===== config.mk =====
export PLATFORM = sky130hd
export DESIGN_NAME = pid_coeff_loader
export DESIGN_NICKNAME = d
export VERILOG_FILES = /design/src/rtl/pid_coeff_loader_pkg.sv /design/src/rtl/pid_coeff_loader_sync_edge.sv /design/src/rtl/pid_coeff_loader.sv
export SDC_FILE = /design/constraint.sdc
export NUM_CORES = 1
export LEC_CHECK = 0
export CORE_UTILIZATION = 35
export CTS_CLUSTER_DIAMETER = 80
export DETAILED_ROUTE_END_ITERATION = 6
export GPL_ROUTABILITY_DRIVEN = 0
export SYNTH_ARGS = -nofsm -noshare
export SYNTH_HDL_FRONTEND = slang
export SYNTH_HIERARCHICAL = 1
export SYNTH_SLANG_ARGS = --single-unit

===== constraint.sdc =====
create_clock -name clk_i -period 2.9 [get_ports clk_i]
set_input_delay 0.58 -clock clk_i [delete_from_list [all_inputs] [get_ports clk_i]]
set_output_delay 0.58 -clock clk_i [all_outputs]
set_load 0.1 [all_outputs]

===== src/rtl/pid_coeff_loader_pkg.sv =====
// -----------------------------------------------------------------------------
// pid_coeff_loader_pkg
//   Shared definitions for the PID coefficient loader: default field widths,
//   the frame address map, the frame-length helper and the framing FSM states.
// -----------------------------------------------------------------------------
package pid_coeff_loader_pkg;

  localparam int unsigned DEF_REG_BITWIDTH  = 32;
  localparam int unsigned DEF_ADDR_BITWIDTH = 3;

  // Number of coefficient registers (a1, a0, b0, b1, b2).
  localparam int unsigned NUM_COEFFS = 5;

  // Frame address map. Coefficient addresses double as array indices.
  localparam int unsigned ADDR_A1    = 0;
  localparam int unsigned ADDR_A0    = 1;
  localparam int unsigned ADDR_B0    = 2;
  localparam int unsigned ADDR_B1    = 3;
  localparam int unsigned ADDR_B2    = 4;
  localparam int unsigned ADDR_APPLY = 5;

  // A frame is the address field followed by one coefficient word.
  function automatic int unsigned frame_len(input int unsigned addr_bits,
                                            input int unsigned reg_bits);
    return addr_bits + reg_bits;
  endfunction

  localparam int unsigned FRAME_LEN = frame_len(DEF_ADDR_BITWIDTH, DEF_REG_BITWIDTH);

  typedef enum logic [1:0] {
    ST_IDLE  = 2'd0,
    ST_SHIFT = 2'd1,
    ST_CHECK = 2'd2
  } cfg_state_e;

endpackage


===== src/rtl/pid_coeff_loader_sync_edge.sv =====
// -----------------------------------------------------------------------------
// cfg_sync_edge
//   Two-flop synchroniser for an asynchronous pad input, followed by a delay
//   flop used to detect a rising edge of the synchronised level.
//   Ports:
//     clk_i, rstn_i : system clock, asynchronous active-low reset
//     async_i       : asynchronous input
//     sync_o        : synchronised level
//     rise_o        : one-cycle pulse on a 0->1 transition of sync_o
//   RST_VAL sets the idle level all three flops take in reset, so an idle-high
//   line (cs_n) does not produce a false edge when reset releases.
// -----------------------------------------------------------------------------
module cfg_sync_edge #(
  parameter logic RST_VAL = 1'b0
) (
  input  logic clk_i,
  input  logic rstn_i,
  input  logic async_i,
  output logic sync_o,
  output logic rise_o
);

  logic meta_q, meta_d;
  logic sync_q, sync_d;
  logic prev_q, prev_d;

  // NOTE: every variable written here gets a value before any condition, so
  // no path leaves it unassigned and no latch is inferred.
  always_comb begin
    meta_d = async_i;
    sync_d = meta_q;
    prev_d = sync_q;
  end

  // NOTE: sequential state uses non-blocking assignments so all flops sample
  // their inputs from before the edge, independent of statement order.
  always_ff @(posedge clk_i or negedge rstn_i) begin
    if (!rstn_i) begin
      meta_q <= RST_VAL;
      sync_q <= RST_VAL;
      prev_q <= RST_VAL;
    end else begin
      meta_q <= meta_d;
      sync_q <= sync_d;
      prev_q <= prev_d;
    end
  end

  assign sync_o = sync_q;
  assign rise_o = sync_q & ~prev_q;

endmodule


===== src/rtl/pid_coeff_loader.sv =====
// -----------------------------------------------------------------------------
// pid_coeff_loader
//   Serial configuration front-end for the PID core. Frames arrive on a
//   3-wire link (cfg_cs_n_i / cfg_sclk_i / cfg_mosi_i), MSB first: an
//   ADDR_BITWIDTH address followed by REG_BITWIDTH data bits. Addresses 0..4
//   load shadow coefficients, address 5 requests an apply, 6..7 are invalid.
//   A pending apply copies all five shadows to the active outputs on the next
//   clk_en_PID_i strobe, so the PID core never sees a partially updated set.
//   Ports:
//     clk_i, rstn_i          : system clock, asynchronous active-low reset
//     clk_en_PID_i           : sample strobe, commit point for a pending apply
//     cfg_cs_n_i/sclk_i/mosi_i : asynchronous serial link
//     err_clr_i              : clears the sticky frame error
//     a1/a0/b0/b1/b2_reg_o   : active signed coefficients (registered)
//     apply_pending_o        : apply requested, waiting for the next strobe
//     frame_err_o            : sticky malformed-frame flag
//     frame_ok_o             : one-cycle pulse for each accepted frame
// -----------------------------------------------------------------------------
module pid_coeff_loader
  import pid_coeff_loader_pkg::*;
#(
  parameter int unsigned REG_BITWIDTH  = DEF_REG_BITWIDTH,
  parameter int unsigned ADDR_BITWIDTH = DEF_ADDR_BITWIDTH,
  parameter logic signed [REG_BITWIDTH-1:0] A1_RST = '0,
  parameter logic signed [REG_BITWIDTH-1:0] A0_RST = '0,
  parameter logic signed [REG_BITWIDTH-1:0] B0_RST = '0,
  parameter logic signed [REG_BITWIDTH-1:0] B1_RST = '0,
  parameter logic signed [REG_BITWIDTH-1:0] B2_RST = '0
) (
  input  logic                           clk_i,
  input  logic                           rstn_i,
  input  logic                           clk_en_PID_i,
  input  logic                           cfg_cs_n_i,
  input  logic                           cfg_sclk_i,
  input  logic                           cfg_mosi_i,
  input  logic                           err_clr_i,
  output logic signed [REG_BITWIDTH-1:0] a1_reg_o,
  output logic signed [REG_BITWIDTH-1:0] a0_reg_o,
  output logic signed [REG_BITWIDTH-1:0] b0_reg_o,
  output logic signed [REG_BITWIDTH-1:0] b1_reg_o,
  output logic signed [REG_BITWIDTH-1:0] b2_reg_o,
  output logic                           apply_pending_o,
  output logic                           frame_err_o,
  output logic                           frame_ok_o
);

  localparam int unsigned FRAME_BITS = frame_len(ADDR_BITWIDTH, REG_BITWIDTH);
  // The counter must be able to hold FRAME_BITS+1 so over-length frames are
  // distinguishable from exact-length ones.
  localparam int unsigned CNT_W = $clog2(FRAME_BITS + 2);
  localparam logic [CNT_W-1:0] CNT_FULL = CNT_W'(FRAME_BITS);
  localparam logic [CNT_W-1:0] CNT_SAT  = CNT_W'(FRAME_BITS + 1);

  typedef logic signed [REG_BITWIDTH-1:0] coeff_t;
  localparam coeff_t RST_VALS [NUM_COEFFS] = '{A1_RST, A0_RST, B0_RST, B1_RST, B2_RST};

  // ---------------------------------------------------------------------------
  // Pad synchronisation
  // ---------------------------------------------------------------------------
  logic sclk_sync, sclk_rise;
  logic cs_n_sync, cs_n_rise;
  logic mosi_meta_q, mosi_meta_d;
  logic mosi_sync_q, mosi_sync_d;

  cfg_sync_edge #(.RST_VAL(1'b0)) u_sync_sclk (
    .clk_i   (clk_i),
    .rstn_i  (rstn_i),
    .async_i (cfg_sclk_i),
    .sync_o  (sclk_sync),
    .rise_o  (sclk_rise)
  );

  cfg_sync_edge #(.RST_VAL(1'b1)) u_sync_cs_n (
    .clk_i   (clk_i),
    .rstn_i  (rstn_i),
    .async_i (cfg_cs_n_i),
    .sync_o  (cs_n_sync),
    .rise_o  (cs_n_rise)
  );

  // mosi only needs to be stable when the sclk edge is seen; both travel
  // through the same two-flop depth, so no edge detector is needed here.
  always_comb begin
    mosi_meta_d = cfg_mosi_i;
    mosi_sync_d = mosi_meta_q;
  end

  always_ff @(posedge clk_i or negedge rstn_i) begin
    if (!rstn_i) begin
      mosi_meta_q <= 1'b0;
      mosi_sync_q <= 1'b0;
    end else begin
      mosi_meta_q <= mosi_meta_d;
      mosi_sync_q <= mosi_sync_d;
    end
  end

  // ---------------------------------------------------------------------------
  // Framing FSM, shadow / active coefficient banks
  // ---------------------------------------------------------------------------
  cfg_state_e            state_q, state_d;
  logic [CNT_W-1:0]      cnt_q, cnt_d;
  logic [FRAME_BITS-1:0] shift_q, shift_d;
  coeff_t                shadow_q [NUM_COEFFS];
  coeff_t                shadow_d [NUM_COEFFS];
  coeff_t                active_q [NUM_COEFFS];
  coeff_t                active_d [NUM_COEFFS];
  logic                  pending_q, pending_d;
  logic                  err_q, err_d;
  // ok_q is decided when the frame closes and held through the CHECK cycle,
  // where it both drives frame_ok_o and gates the register update.
  logic                  ok_q, ok_d;

  always_comb begin : next_state
    logic [ADDR_BITWIDTH-1:0] frame_addr;

    state_d    = state_q;
    cnt_d      = cnt_q;
    shift_d    = shift_q;
    shadow_d   = shadow_q;
    active_d   = active_q;
    pending_d  = pending_q;
    err_d      = err_q;
    ok_d       = 1'b0;
    frame_addr = shift_q[FRAME_BITS-1 -: ADDR_BITWIDTH];

    if (err_clr_i) begin
      err_d = 1'b0;
    end

    // Commit uses the pre-edge shadow and pending values: a shadow write or
    // apply landing in the same cycle only affects the next commit.
    if (clk_en_PID_i && pending_q) begin
      active_d  = shadow_q;
      pending_d = 1'b0;
    end

    unique case (state_q)
      ST_IDLE: begin
        if (!cs_n_sync) begin
          state_d = ST_SHIFT;
          cnt_d   = '0;
        end
      end

      ST_SHIFT: begin
        if (sclk_rise) begin
          shift_d = {shift_q[FRAME_BITS-2:0], mosi_sync_q};
          if (cnt_q != CNT_SAT) begin
            cnt_d = cnt_q + 1'b1;
          end
        end
        if (cs_n_rise) begin
          state_d    = ST_CHECK;
          frame_addr = shift_d[FRAME_BITS-1 -: ADDR_BITWIDTH];
          ok_d       = (cnt_d == CNT_FULL) && (32'(frame_addr) <= ADDR_APPLY);
        end
      end

      ST_CHECK: begin
        state_d = ST_IDLE;
        if (ok_q) begin
          if (32'(frame_addr) == ADDR_APPLY) begin
            pending_d = 1'b1;
          end else begin
            shadow_d[frame_addr] = shift_q[REG_BITWIDTH-1:0];
          end
        end else begin
          // Placed after the clear so a simultaneous error keeps the flag set.
          err_d = 1'b1;
        end
      end

      default: state_d = ST_IDLE;
    endcase
  end

  // NOTE: the coefficient banks are a handful of flops, not a RAM, so they
  // take a defined reset value like every other register.
  always_ff @(posedge clk_i or negedge rstn_i) begin
    if (!rstn_i) begin
      state_q   <= ST_IDLE;
      cnt_q     <= '0;
      shift_q   <= '0;
      shadow_q  <= RST_VALS;
      active_q  <= RST_VALS;
      pending_q <= 1'b0;
      err_q     <= 1'b0;
      ok_q      <= 1'b0;
    end else begin
      state_q   <= state_d;
      cnt_q     <= cnt_d;
      shift_q   <= shift_d;
      shadow_q  <= shadow_d;
      active_q  <= active_d;
      pending_q <= pending_d;
      err_q     <= err_d;
      ok_q      <= ok_d;
    end
  end

  assign a1_reg_o        = active_q[ADDR_A1];
  assign a0_reg_o        = active_q[ADDR_A0];
  assign b0_reg_o        = active_q[ADDR_B0];
  assign b1_reg_o        = active_q[ADDR_B1];
  assign b2_reg_o        = active_q[ADDR_B2];
  assign apply_pending_o = pending_q;
  assign frame_err_o     = err_q;
  assign frame_ok_o      = ok_q;

  // The synchronised sclk level itself is only needed for edge detection.
  logic unused_ok;
  assign unused_ok = sclk_sync;

endmodule


---- Word level (Yosys, flattened, before mapping) ----
Cells that the tools add are included.
storage, ports and cells
  register bits after elaboration ......... 374
  bits in latches ......................... 0
  bits in writable memories ............... 0
  bits in read-only memories .............. 0
  output and inout port bits .............. 163
  memories kept ........................... 0
operators by class
  add/sub/neg operators ................... 1
  multiply operators ...................... 0
  div/mod/pow operators ................... 0
  magnitude comparators ................... 3
  equal/unequal tests ..................... 8
  shifts and indexed selects .............. 0
  mux-type cells .......................... 22
  bitwise operators ....................... 6
  reductions and logical operators ........ 9
operators with widths
  cell                 number
  $bwmux 160           1
  $demux 32 s3         1
  $mux 35              2
  $mux 32              1
  $mux 6               4
  $pmux 6 s2           1
  $mux 1               9
  $add 6x1->6 const B  1
  $eq 6x6->1 const B   1
  $ne 2x2->1 const B   3
  $ne 6x6->1 const B   1
  $reduce_and 2->1     3
  $ge 4x4->1 const B   1
  $lt 4x1->1 const B   1
  $mux 2               2
  $not 3->4            1
  $pmux 2 s2           1
  $eq 3x3->1 const B   1
  $le 3x3->1 const B   1
  $logic_and 1x1->1    3
  $not 1->1            3
  $reduce_and 3->1     1
  $and 1x1->1          2
  $eq 2x1->1 const B   1
  3 further kinds      3

---- Logic depth before layout (Yosys ltp) ----
  depth in word-level cells ............... 8
  gate-level depth with buffers ........... 6
  gate-level depth less buffers ........... 6

---- Modules after synthesis ----
Netlist, hierarchy kept.
by module, submodules not included
  module                        instances  cells each  area an instance (sq um)
  pid_coeff_loader              1          828         14203.6
  cfg_sync_edge at u_sync_cs_n  1          4           92.6
  cfg_sync_edge at u_sync_sclk  1          4           88.8

---- Worst setup path before layout ----
No wires, ideal clock.
  kind .................................... register -> register
  from .................................... reg ok_q, in the netlist frame_ok_o
  to ...................................... reg shadow_q[33] (netlist name)
  setup time .............................. 0.125 ns
  arrival ................................. 1.910 ns
  path slack .............................. 0.865 ns
  stages on the path, launching flop included .. 6
  buffers on the path ..................... 1
  path through ............................ dfrtp_1 -> nand3b_4 -> nor2_4 -> nand3_4 -> buf_6 -> mux2_4
on the way
  cells in the longest elaborated chain, start to end .. 1
ends and longest elaborated chain
  what                               line                     text
  from (decl)                        pid_coeff_loader.sv:112  logic ok_q, ok_d;
  from (signal assigned)             pid_coeff_loader.sv:198  ok_q <= ok_d;
  $reduce_and 3->1 (no source line)  --
  to (signal assigned)               pid_coeff_loader.sv:194  shadow_q <= shadow_d;
  to (decl)                          pid_coeff_loader.sv:104  coeff_t shadow_q [NUM_COEFFS];
No other way between the ends.
A chain may end at the register's enable or synchronous reset.

---- Worst setup path in the final report ----
  from .................................... reg state_q[0]
  to ...................................... reg shadow_q[60] (netlist name)
on the way
  cells in the longest elaborated chain, start to end .. 2
ends and longest elaborated chain
  what                               line                     text
  from (decl)                        pid_coeff_loader.sv:101  cfg_state_e state_q, state_d;
  from (signal assigned)             pid_coeff_loader.sv:191  state_q <= state_d;
  $eq 2x2->1                         pid_coeff_loader.sv:138  unique case (state_q)
  $reduce_and 3->1 (no source line)  --
No other way between the ends.

==> impl_metrics.csv <==
group,metric,value,unit
run_status,status,"finished clean",
worst_setup_path,criticalPathCategory,"flop to flop",
worst_hold_path,holdCritPathClass,"flop to flop",
floorplanning,start_util,0.3588,
detailed_routing,firstDrtPassIters,4,
detailed_routing,num_vias,7504,
cells_and_area,stdcell_count,1588,
global_routing,grt_pass1_vias,7795,
logic_synthesis,syn_inst,836,
sta,worst_pin_slew,0.5905,ns
global_routing,grt_max_degree,57,
detailed_routing,viasPerCell,4.725,
logic_synthesis,syn_avg_cell_area,17.21,um^2
detailed_routing,drc,0,
detailed_routing,wl_per_cell,19.02,um
cts,cts_sinks,374,
place,portBuffers,169,
cts,clock_latency,0.54,ns
sta,relSlewSlack,0.6050,
floorplanning,io_pins,170,
logic_synthesis,synth-seq-cells,374,
cells_and_area,final_util,0.4448,
logic_synthesis,postSynth.asyncResetShare,1.000,
detailed_routing,wl,30210,um
cts,path_clk_slew,0.06,ns
cts,cts_resized,0,
sta,setup_viol,0,
worst_setup_path,cp.required,3.31,ns
floorplanning,placeableCoreArea,40100,um^2
logic_synthesis,seq_area_frac_synth,0.6509,
cts,clockBufferDepth,3,
global_routing,antenna_found_initial,0,
cells_and_area,nNetsFinal,1042,
power,ir_drop,0.3469,mV
detailed_routing,drtAntennaViolNets,0,
cts,numCtsBuffers,41,
global_routing,globalRouteOverflowTotal,0,
floorplanning,die_w,204.7,um
sta,hold_violations,0,
power,cellPowerDensity,623.8,nW/um^2
cts,clockRootBuffer,"clkbuf_16",
cells_and_area,area_growth_syn_to_layout,23.98,%
floorplanning,dieArea,41910,um^2
logic_synthesis,synth_cell_types,41,
cts,cts_setup_buffers,0,
place,hpwlAfterDp,19130,um
cells_and_area,drive_above_1_share,0.5579,
floorplanning,row_count,73,
worst_setup_path,critPathLaunchType,"flop",
cts,cts_tree,"done",
worst_setup_path,critPathMaxFanout,20,
sta,fin_crit,2.287,ns
global_routing,track_usage,0.1468,
sta,fin_crit_sh,0.7886,
sta,rsz0062_at_grt,"no",
logic_synthesis,synth-edff-count,0,
floorplanning,die_y,204.7,um
logic_synthesis,synth_area,14390,um^2
detailed_routing,drt_iter0_drc,255,
power,p_leak,0.009621,uW
global_routing,grt_first_pass_wirelength,47220,um
sta,clock.fmax,437.3,MHz
logic_synthesis,ys.flop_type,"dfrtp_1",
cells_and_area,antenna_cells,0,
sta,slew_viol_final,0,
sta,clock_skew,0.02451,ns
logic_synthesis,yosysWarningCount,6,
worst_setup_path,arrival,2.70,ns
logic_synthesis,syn-num-nets,845,
cts,ctsHoldBuffers,1,
worst_setup_path,endpoint_kind,"flop",
cts,htree_levels,2,
sta,whs,0.3467,ns
sta,tns,0,ns
place,place_inst,1514,
job,drv_cap,0,
[stage by stage]
stage | worst slack, ns | cell area, um^2 | power [uW]
after global routing | 0.5062 | 17830 | 11600
after global placement | 0.5922 | 16430 | 5948
final | 0.6131 | 17830 | 11120
after CTS | 0.5547 | 17830 | 11320
after floorplan | 0.8651 | 14390 | 5689
after detailed placement | 0.5639 | 16430 | 5958
[registers in the layout, summed over array words and instances (netlist names)]
signal	flops
apply_pending_o	1
frame_err_o	1
frame_ok_o	1
shift_q	35
u_sync_sclk/meta_q	1
a0_reg_o	32
u_sync_cs_n/sync_o	1
u_sync_cs_n/meta_q	1
b2_reg_o	32
cnt_q	6
a1_reg_o	32
shadow_q	160
u_sync_sclk/prev_q	1
b0_reg_o	32
state_q	2
mosi_sync_q	1
u_sync_sclk/sync_o	1
u_sync_cs_n/prev_q	1
b1_reg_o	32
mosi_meta_q	1
[cell families after synthesis]
family,Yosys count,synth area share
xor gates and xnor gates,2,0.001218
adders and majority gates,2,0.001739
buffers and inverters,46,0.02166
and+or+nand+nor,35,0.02009
muxes,357,0.2950
DFF,374,0.6509
AOI/OAI and AO/OA,20,0.009394
[path summary, 6_finish.rpt]
kind | start | to | depth (start not counted) | slack, ns
max in group asynchronous | rstn_i | shadow_q[43]$_DFFE_PN0P_ | 4 | 1.47
hold reg to reg | mosi_meta_q$_DFF_PN0_ | mosi_sync_q$_DFF_PN0_ | 0 | 0.35
setup / recovery | state_q[0]$_DFFE_PN0P_ | shadow_q[60]$_DFFE_PN0P_ | 5 | 0.61
min in group asynchronous | rstn_i | a0_reg_o[23]$_DFFE_PN0P_ | 2 | 0.57
setup reg to reg | state_q[0]$_DFFE_PN0P_ | shadow_q[60]$_DFFE_PN0P_ | 5 | 0.61
hold / removal | mosi_meta_q$_DFF_PN0_ | mosi_sync_q$_DFF_PN0_ | 0 | 0.35
[cells in the final DEF, fill, tap and decap left out, types with 2 or more instances in the layout]
| cell type | instances |
|---|---|
| ha_1 | 2 |
| mux2_4 | 60 |
| and4_1 | 2 |
| clkbuf_8 | 11 |
| nand3b_4 | 4 |
| mux2_1 | 26 |
| nor2_4 | 2 |
| mux2_2 | 270 |
| dfstp_2 | 3 |
| clkdlybuf4s50_1 | 5 |
| clkbuf_1 | 12 |
| nand2_2 | 2 |
| clkinv_2 | 2 |
| o211ai_1 | 3 |
| nor2_1 | 2 |
| dfrtp_1 | 371 |
| nand3_1 | 4 |
| bufinv_16 | 3 |
| nor3_1 | 2 |
| buf_12 | 17 |
| nand2_1 | 7 |
| o21ai_0 | 5 |
| buf_4 | 168 |
| a31oi_1 | 3 |
| a21oi_1 | 3 |
| nand4_1 | 2 |
| nor2b_4 | 2 |
| inv_1 | 8 |
| clkbuf_16 | 43 |
[per-layer routing]
layer | global-route usage | wire (um) | vias to the layer above
met5 | 0 | 0 | -
met4 | 0.04158 | 554 | 0
met3 | 0.02673 | 1022 | 46
met2 | 0.2303 | 14300 | 126
met1 | 0.2070 | 14330 | 3970
li1 | - | - | 3362
[cell usage after synthesis, types with 2 or more instances]
master	number	area [um^2]
a31oi_1	3	18.77
nor2_1	2	7.510
nand3_1	4	20.02
nand2_2	2	12.51
nor2b_4	2	27.53
a21oi_1	3	15.01
mux2_4	60	900.9
inv_1	8	30.03
nand4_1	2	12.51
nand3b_4	4	80.08
nor3_1	2	10.01
buf_1	6	22.52
clkbuf_1	2	7.510
ha_1	2	25.02
buf_4	3	22.52
o21ai_0	5	25.02
buf_6	15	168.9
mux2_1	26	292.8
nor2_4	2	22.52
mux2_2	270	3040
o211ai_1	3	22.52
and4_1	2	17.52
nand2_1	8	30.03
dfrtp_1	371	9284
buf_2	11	55.05
dfstp_2	3	78.83
[final cells by class]
cell class                 instances  area [um^2]
clock buffer                      66         1272
clock inverter                     7        117.6
fill                            3618        22260
inverter                           8        30.03
multi-input combinational        416         4718
sequential                       374         9363
tap                              525        656.9
timing repair buffer             192         1677
[power by group]
| group | internal (uW) | leakage, uW | switching [uW] |
|---|---|---|---|
| Sequential | 5310 | 0.00519 | 182 |
| Combinational | 147 | 0.00375 | 205 |
| Clock | 3260 | 0.000682 | 2020 |
[critical path: stages (launching register included)]
cell and delay (ns):
dfrtp_1 0.49, nand3b_4 0.24, nor2_4 0.18, nand3_4 0.47, buf_4 0.45, mux2_4 0.33
No activity file was read; power rests on OpenSTA's default activity.
